<file path="src/rtl/mtx_arbiter_pkg.sv">
// mtx_arbiter_pkg
//   Shared helper for the MIO transmit arbiter slice.
//   oh_to_idx : encodes a one-hot vector of up to 8 bits to its bit index
//               (returns 0 for an all-zero vector).
package mtx_arbiter_pkg;

  function automatic int unsigned oh_to_idx(input logic [7:0] oh);
    int unsigned idx;
    idx = 0;
    for (int i = 0; i < 8; i++)
      if (oh[i]) idx = i;
    return idx;
  endfunction

endpackage

</file>
<file path="src/rtl/mtx_rr_arbiter.sv">
// mtx_rr_arbiter
//   Combinational rotate / find-first / rotate-back arbiter.
//   Ports:
//     req   in  NREQ   request vector
//     ptr   in  log2   last round-robin winner; the search starts at ptr+1
//     fixed in  1      1 = fixed priority, index 0 highest (ptr ignored)
//     grant out NREQ   one-hot winner, zero when no request
module mtx_rr_arbiter #(
  parameter int NREQ = 3
) (
  input  logic [NREQ-1:0]         req,
  input  logic [$clog2(NREQ)-1:0] ptr,
  input  logic                    fixed,
  output logic [NREQ-1:0]         grant
);

  localparam int PTRW = $clog2(NREQ);

  logic [PTRW-1:0]   start;
  logic [2*NREQ-1:0] req_dbl;
  logic [2*NREQ-1:0] gnt_dbl;
  logic [NREQ-1:0]   req_rot;
  logic [NREQ-1:0]   gnt_rot;

  always_comb begin
    if (fixed)
      start = '0;
    else if (ptr == PTRW'(NREQ - 1))
      start = '0;
    else
      start = ptr + PTRW'(1);
    // Rotate so the starting requester lands on bit 0.
    req_dbl = {req, req} >> start;
    req_rot = req_dbl[NREQ-1:0];
    // Isolate lowest set bit.
    gnt_rot = req_rot & (~req_rot + {{(NREQ-1){1'b0}}, 1'b1});
    // Rotate back into requester numbering.
    gnt_dbl = {gnt_rot, gnt_rot} << start;
    grant   = gnt_dbl[2*NREQ-1:NREQ];
  end

endmodule

</file>
<file path="src/rtl/mtx_arbiter.sv">
// mtx_arbiter
//   Packet arbiter/sequencer in front of the MIO transmit FIFO. One packet
//   per accept, round-robin or fixed priority, lockable multi-packet
//   sequences, registered output stage honouring FIFO pushback.
//   Ports:
//     clk, reset        core clock, synchronous active-high reset
//     tx_en             low blocks new grants (output stage still drains)
//     cfg_priority      1 = fixed priority, 0 = round-robin
//     access_in/lock_in per-requester valid / lock request
//     packet_in         requester i at [i*PW +: PW]
//     wait_out          per-requester pushback (combinational)
//     access_out/packet_out  output stage to the transmit FIFO
//     wait_in           FIFO pushback
//     grant_out         one-hot source of the packet in the output stage
//     locked_out        lock currently held
module mtx_arbiter
  import mtx_arbiter_pkg::*;
#(
  parameter int NREQ = 3,
  parameter int PW   = 136
) (
  input  logic               clk,
  input  logic               reset,
  input  logic               tx_en,
  input  logic               cfg_priority,
  input  logic [NREQ-1:0]    access_in,
  input  logic [NREQ-1:0]    lock_in,
  input  logic [NREQ*PW-1:0] packet_in,
  output logic [NREQ-1:0]    wait_out,
  output logic               access_out,
  output logic [PW-1:0]      packet_out,
  input  logic               wait_in,
  output logic [NREQ-1:0]    grant_out,
  output logic               locked_out
);

  localparam int PTRW = $clog2(NREQ);

  logic [PTRW-1:0] rr_ptr;
  logic [PTRW-1:0] owner;
  logic            locked;

  logic [NREQ-1:0] owner_oh;
  logic [NREQ-1:0] elig;
  logic [NREQ-1:0] winner;
  logic [NREQ-1:0] accept;
  logic            load_en;
  logic [PTRW-1:0] win_idx;
  logic [PW-1:0]   win_pkt;
  logic            win_lock;

  always_comb begin
    owner_oh        = '0;
    owner_oh[owner] = 1'b1;
  end

  // While locked only the owner may compete.
  assign elig = !tx_en ? '0 : (locked ? (access_in & owner_oh) : access_in);

  mtx_rr_arbiter #(.NREQ(NREQ)) u_arb (
    .req   (elig),
    .ptr   (rr_ptr),
    .fixed (cfg_priority),
    .grant (winner)
  );

  // Stage can take a new packet when empty or when the FIFO consumes it
  // this cycle, so release of wait_in refills without a bubble.
  assign load_en  = ~access_out | ~wait_in;
  assign accept   = load_en ? winner : '0;
  assign wait_out = reset ? '1 : ~accept;

  assign win_idx  = PTRW'(oh_to_idx(8'(winner)));
  assign win_pkt  = packet_in[win_idx*PW +: PW];
  assign win_lock = lock_in[win_idx];

  always_ff @(posedge clk) begin
    if (reset) begin
      access_out <= 1'b0;
      packet_out <= '0;
      grant_out  <= '0;
      locked     <= 1'b0;
      owner      <= '0;
      rr_ptr     <= PTRW'(NREQ - 1);
    end else begin
      if (load_en) begin
        access_out <= |winner;
        grant_out  <= winner;
        if (|winner) packet_out <= win_pkt;
      end
      if (|accept) begin
        if (locked) begin
          if (!win_lock) locked <= 1'b0;
        end else if (win_lock) begin
          locked <= 1'b1;
          owner  <= win_idx;
        end
        // Pointer frozen for the body of a locked sequence; the releasing
        // packet (winner == owner) moves it so the search resumes at owner+1.
        if (!cfg_priority && (!locked || !win_lock))
          rr_ptr <= win_idx;
      end
    end
  end

  assign locked_out = locked;

endmodule

</file>
<file path="config.mk">
export PLATFORM = sky130hd
export DESIGN_NAME = mtx_arbiter
export DESIGN_NICKNAME = d
export VERILOG_FILES = /design/src/rtl/mtx_arbiter_pkg.sv /design/src/rtl/mtx_rr_arbiter.sv /design/src/rtl/mtx_arbiter.sv
export SDC_FILE = /design/constraint.sdc
export NUM_CORES = 1
export LEC_CHECK = 0
export BUFFER_PORTS_ARGS = -buffer_cell sky130_fd_sc_hd__buf_2
export CORE_AREA = 2 2 221 223
export CTS_BUF_LIST = sky130_fd_sc_hd__clkbuf_16
export DETAILED_ROUTE_END_ITERATION = 7
export DIE_AREA = 0 0 223 225
export GPL_ROUTABILITY_DRIVEN = 0
export HOLD_SLACK_MARGIN = 0.02
export PLACE_DENSITY = 0.42
export SYNTH_ARGS = -nofsm -noshare
export SYNTH_HDL_FRONTEND = slang
export SYNTH_SLANG_ARGS = --single-unit
</file>
<file path="constraint.sdc">
create_clock -name clk -period 2.2 [get_ports clk]
set_clock_uncertainty 0.05 [all_clocks]
set_input_delay 0.22 -clock clk [delete_from_list [all_inputs] [get_ports clk]]
set_output_delay 0.22 -clock clk [all_outputs]
set_load 0.05 [all_outputs]
</file>
==> results.toml <==
[floorplan]
io_pins = 563
die-area_mm2 = 0.0502
fp-row-count = 80
initial_core_util = 0.161
chipWidth_um = 223
die_h_um = 225
core_mm2 = 0.0475

[route]
top_layer = "met5"
wire_per_inst_um = 17.1
viasPerCell = 4.24
drc = 0
num_vias = 9190
route.final.wire_length_um = 37100
drt_first_pass_iters = 4
final_antenna_net_count = 0
wl_met1_um = 14900
dr_wl_met2_um = 18300
wl_met3_um = 2520
drt_iter0_markers = 293

[critical_path]
crit_start = "rr_ptr[1]"
crit_path_end_kind = "output port"
max_stage_delay_ns = 0.41
cp_slowest_cell = "or3_4"
startpoint_type = "flop"
r2r_start = "rr_ptr[1]"
cp.required_ns = 1.93
path_max_fanout = 4
critPathKind = "flop to output port"
cp_cell_sequence = "or3_4 > a211oi_4 > a31o_4 > buf_12 > buf_8 > nand2_4 > buf_8"
crit_path_frequent_cell = "buf_8"
crit_arrival_ns = 1.98

[power]
peakVddDrop_mv = 0.471
switchingPower_w = 0.00356
clockPowerShare = 0.305
p_int_w = 0.00591
power.leakage_nw = 6.20
swShare = 0.376
power_density_mw_per_mm2 = 686
power.share.sequential = 0.327
p_comb_frac = 0.368

[layout]
synthToLayoutAreaGrowth_pct = 80.3
layout-drive-gt1-share = 0.517
final_util = 0.290
fin_nets = 1960

[worst_hold_path]
min_from = "packet_in[119]"
hp-class = "input port to flop"

[global_routing]
gr-total-overflow = 0
track_usage = 0.140
antenna_found_initial = 5
first_global_vias = 9401
grt_pass1_wl_um = 53300
grt_max_degree = 60

[synthesis]
synthSimpleGateAreaFrac = 0.0978
synthMuxAreaShare = 0.206
synth_cell_types = 36
syn_area_mm2 = 0.00765
yosysWarnings = 0
yosys_register_bits = 145
synthCells = 829
synth_xor_area_frac = 0
syn_nets = 1248
synth-main-ff-cell = "dfxtp_1"
synthArstFlopShare = 0
synth_compound_area_frac = 0.261
synth_top_family_by_area = "compound AO/OA/AOI/OAI gates"
synth_adder_area_share = 0
syn_avg_cell_area_um2 = 9.23
seq_area_frac_synth = 0.379
synth-edff-count = 0

[clock_network]
numCtsBuffers = 17
htree_levels = 4
root_buffer = "clkbuf_16"
cts_max_path_buffers = 2
clk_pin_slew_worst_paths_ns = 0.06
cts_tree = "done"
cts.sinks = 145
clk_latency_ns = 0.47

[sta]
fmax_ghz = 0.444
slew_viol_final = 0
tightest_slew_ns = 0.538
rsz0062_at_grt = "true"
setup_tns_ns = -0.318
finalSetupViolCount = 17
layout_min_cycle_time_ns = 2.25
fin_crit_sh = 1.02
hold_viol = 0
fin_ws_ns = -0.0546
max_slew_margin = 0.638

[outcome]
violations = "negative setup slack"
status = "finished with violations"

[placed_design]
dp_hpwl_um = 27500
io_buffer_count = 562

[job]
drv_cap = 0
sequential cells by signal (all words and copies together), names as in the netlist:
| name | flops |
|---|---|
| rr_ptr | 2 |
| access_out | 1 |
| owner | 2 |
| locked_out | 1 |
| packet_out | 136 |
| grant_out | 3 |
cells in the final DEF, fill, tap and decap left out, drive strengths merged, types with 4 or more instances in the layout:
master / count
buf: 641
nand2: 10
nand3: 4
o2bb2ai: 136
o21ai: 139
dfxtp: 145
nor2: 144
nand2b: 5
a21oi: 5
clkbuf: 20
mux2: 137
dlygate4sd3: 126
clkinv: 10
inv: 5
per-layer routing:
| layer | vias to the layer above | GRT usage |
|---|---|---|
| met1 | 4254 | 0.153 |
| met4 | 8 | 0.0693 |
| met2 | 394 | 0.244 |
| met5 | - | 0 |
| met3 | 68 | 0.0456 |
| li1 | 4466 | - |
timing repair:
| action | 4_1_cts | 5_1_grt |
|---|---|---|
| gates cloned | 0 | 4 |
| setup endpoints to repair | 94 | 142 |
| setup buffers | 5 | 3 |
| resized for setup | 28 | 30 |
| hold buffers | 126 | 0 |
| pin swaps | 6 | 9 |
| hold endpoints to repair | 127 | 0 |
final timing paths:
path                     endpoint  slack (ns)  cells after the start
hold / removal    packet_out[119]        0.07                      4
setup reg to reg  packet_out[126]       -0.04                      9
hold reg to reg      grant_out[2]        0.40                      2
setup / recovery      wait_out[1]       -0.05                      7
layout make-up:
class / instances / area (um2)
Antenna cell: 1 / 2.50
Clock buffer: 17 / 425
Clock inverter: 15 / 126
Fill cell: 5074 / 33700
Inverter: 2 / 7.51
Multi-Input combinational cell: 605 / 4460
Sequential cell: 145 / 2910
Tap cell: 615 / 769
Timing Repair Buffer: 770 / 5100
power by group through the flow:
stage	Combinational (W)	Sequential [W]	Clock, W
6_report	0.00348	0.00310	0.00289
3_5_place_dp	0.00321	0.00314	0
4_1_cts	0.00343	0.00309	0.00301
5_1_grt	0.00370	0.00313	0.00311
2_1_floorplan	0.000977	0.00417	0
3_3_place_gp	0.00321	0.00314	0
worst max-delay path, delay by kind of cell (launching register included):
family	cells	cell delay, ns
AO/OA/AOI/OAI	2	0.37
buffers and inverters	3	0.37
AND/OR/NAND/NOR	2	0.45
flip-flops	1	0.32
through the flow:
step	setup WS [ns]	cells	hold slack, ns	instance area [um2]	power (W)
floorplan	0.0102	829	0.350	7650	0.00514
global route	-0.113	2170	0.0501	13800	0.00994
finish	-0.0546	2170	0.0674	13800	0.00946
detailed placement	-0.0351	1999	0.391	11600	0.00634
CTS	-0.0356	2162	0.0208	13600	0.00953
global placement	0.00849	1999	0.389	11600	0.00635
Yosys cell counts, drive strengths merged (2+ instances only):
cell type,number,area (um2)
inv,2,7.50
and2,3,18.8
nor2b,3,18.8
nor2,144,548
mux2i,3,30.0
mux2,137,1540
nand2,10,37.5
nand2b,5,31.3
nand3,4,20.0
nor3,2,32.5
buf,38,274
o2bb2ai,136,1190
a21oi,5,28.8
or3,3,18.8
dfxtp,145,2900
clkbuf,39,146
o21ai,139,696
cells by family (layout without fill, tap and decap cells):
group | Yosys count | in the layout
flip-flops | 145 | 145
multiplexers | 140 | 140
buffers and inverters | 79 | 804
other | 0 | 1
AND/OR/NAND/NOR | 177 | 177
AO/OA/AOI/OAI | 288 | 288
Note: power is estimated with default switching activity, not from simulation.
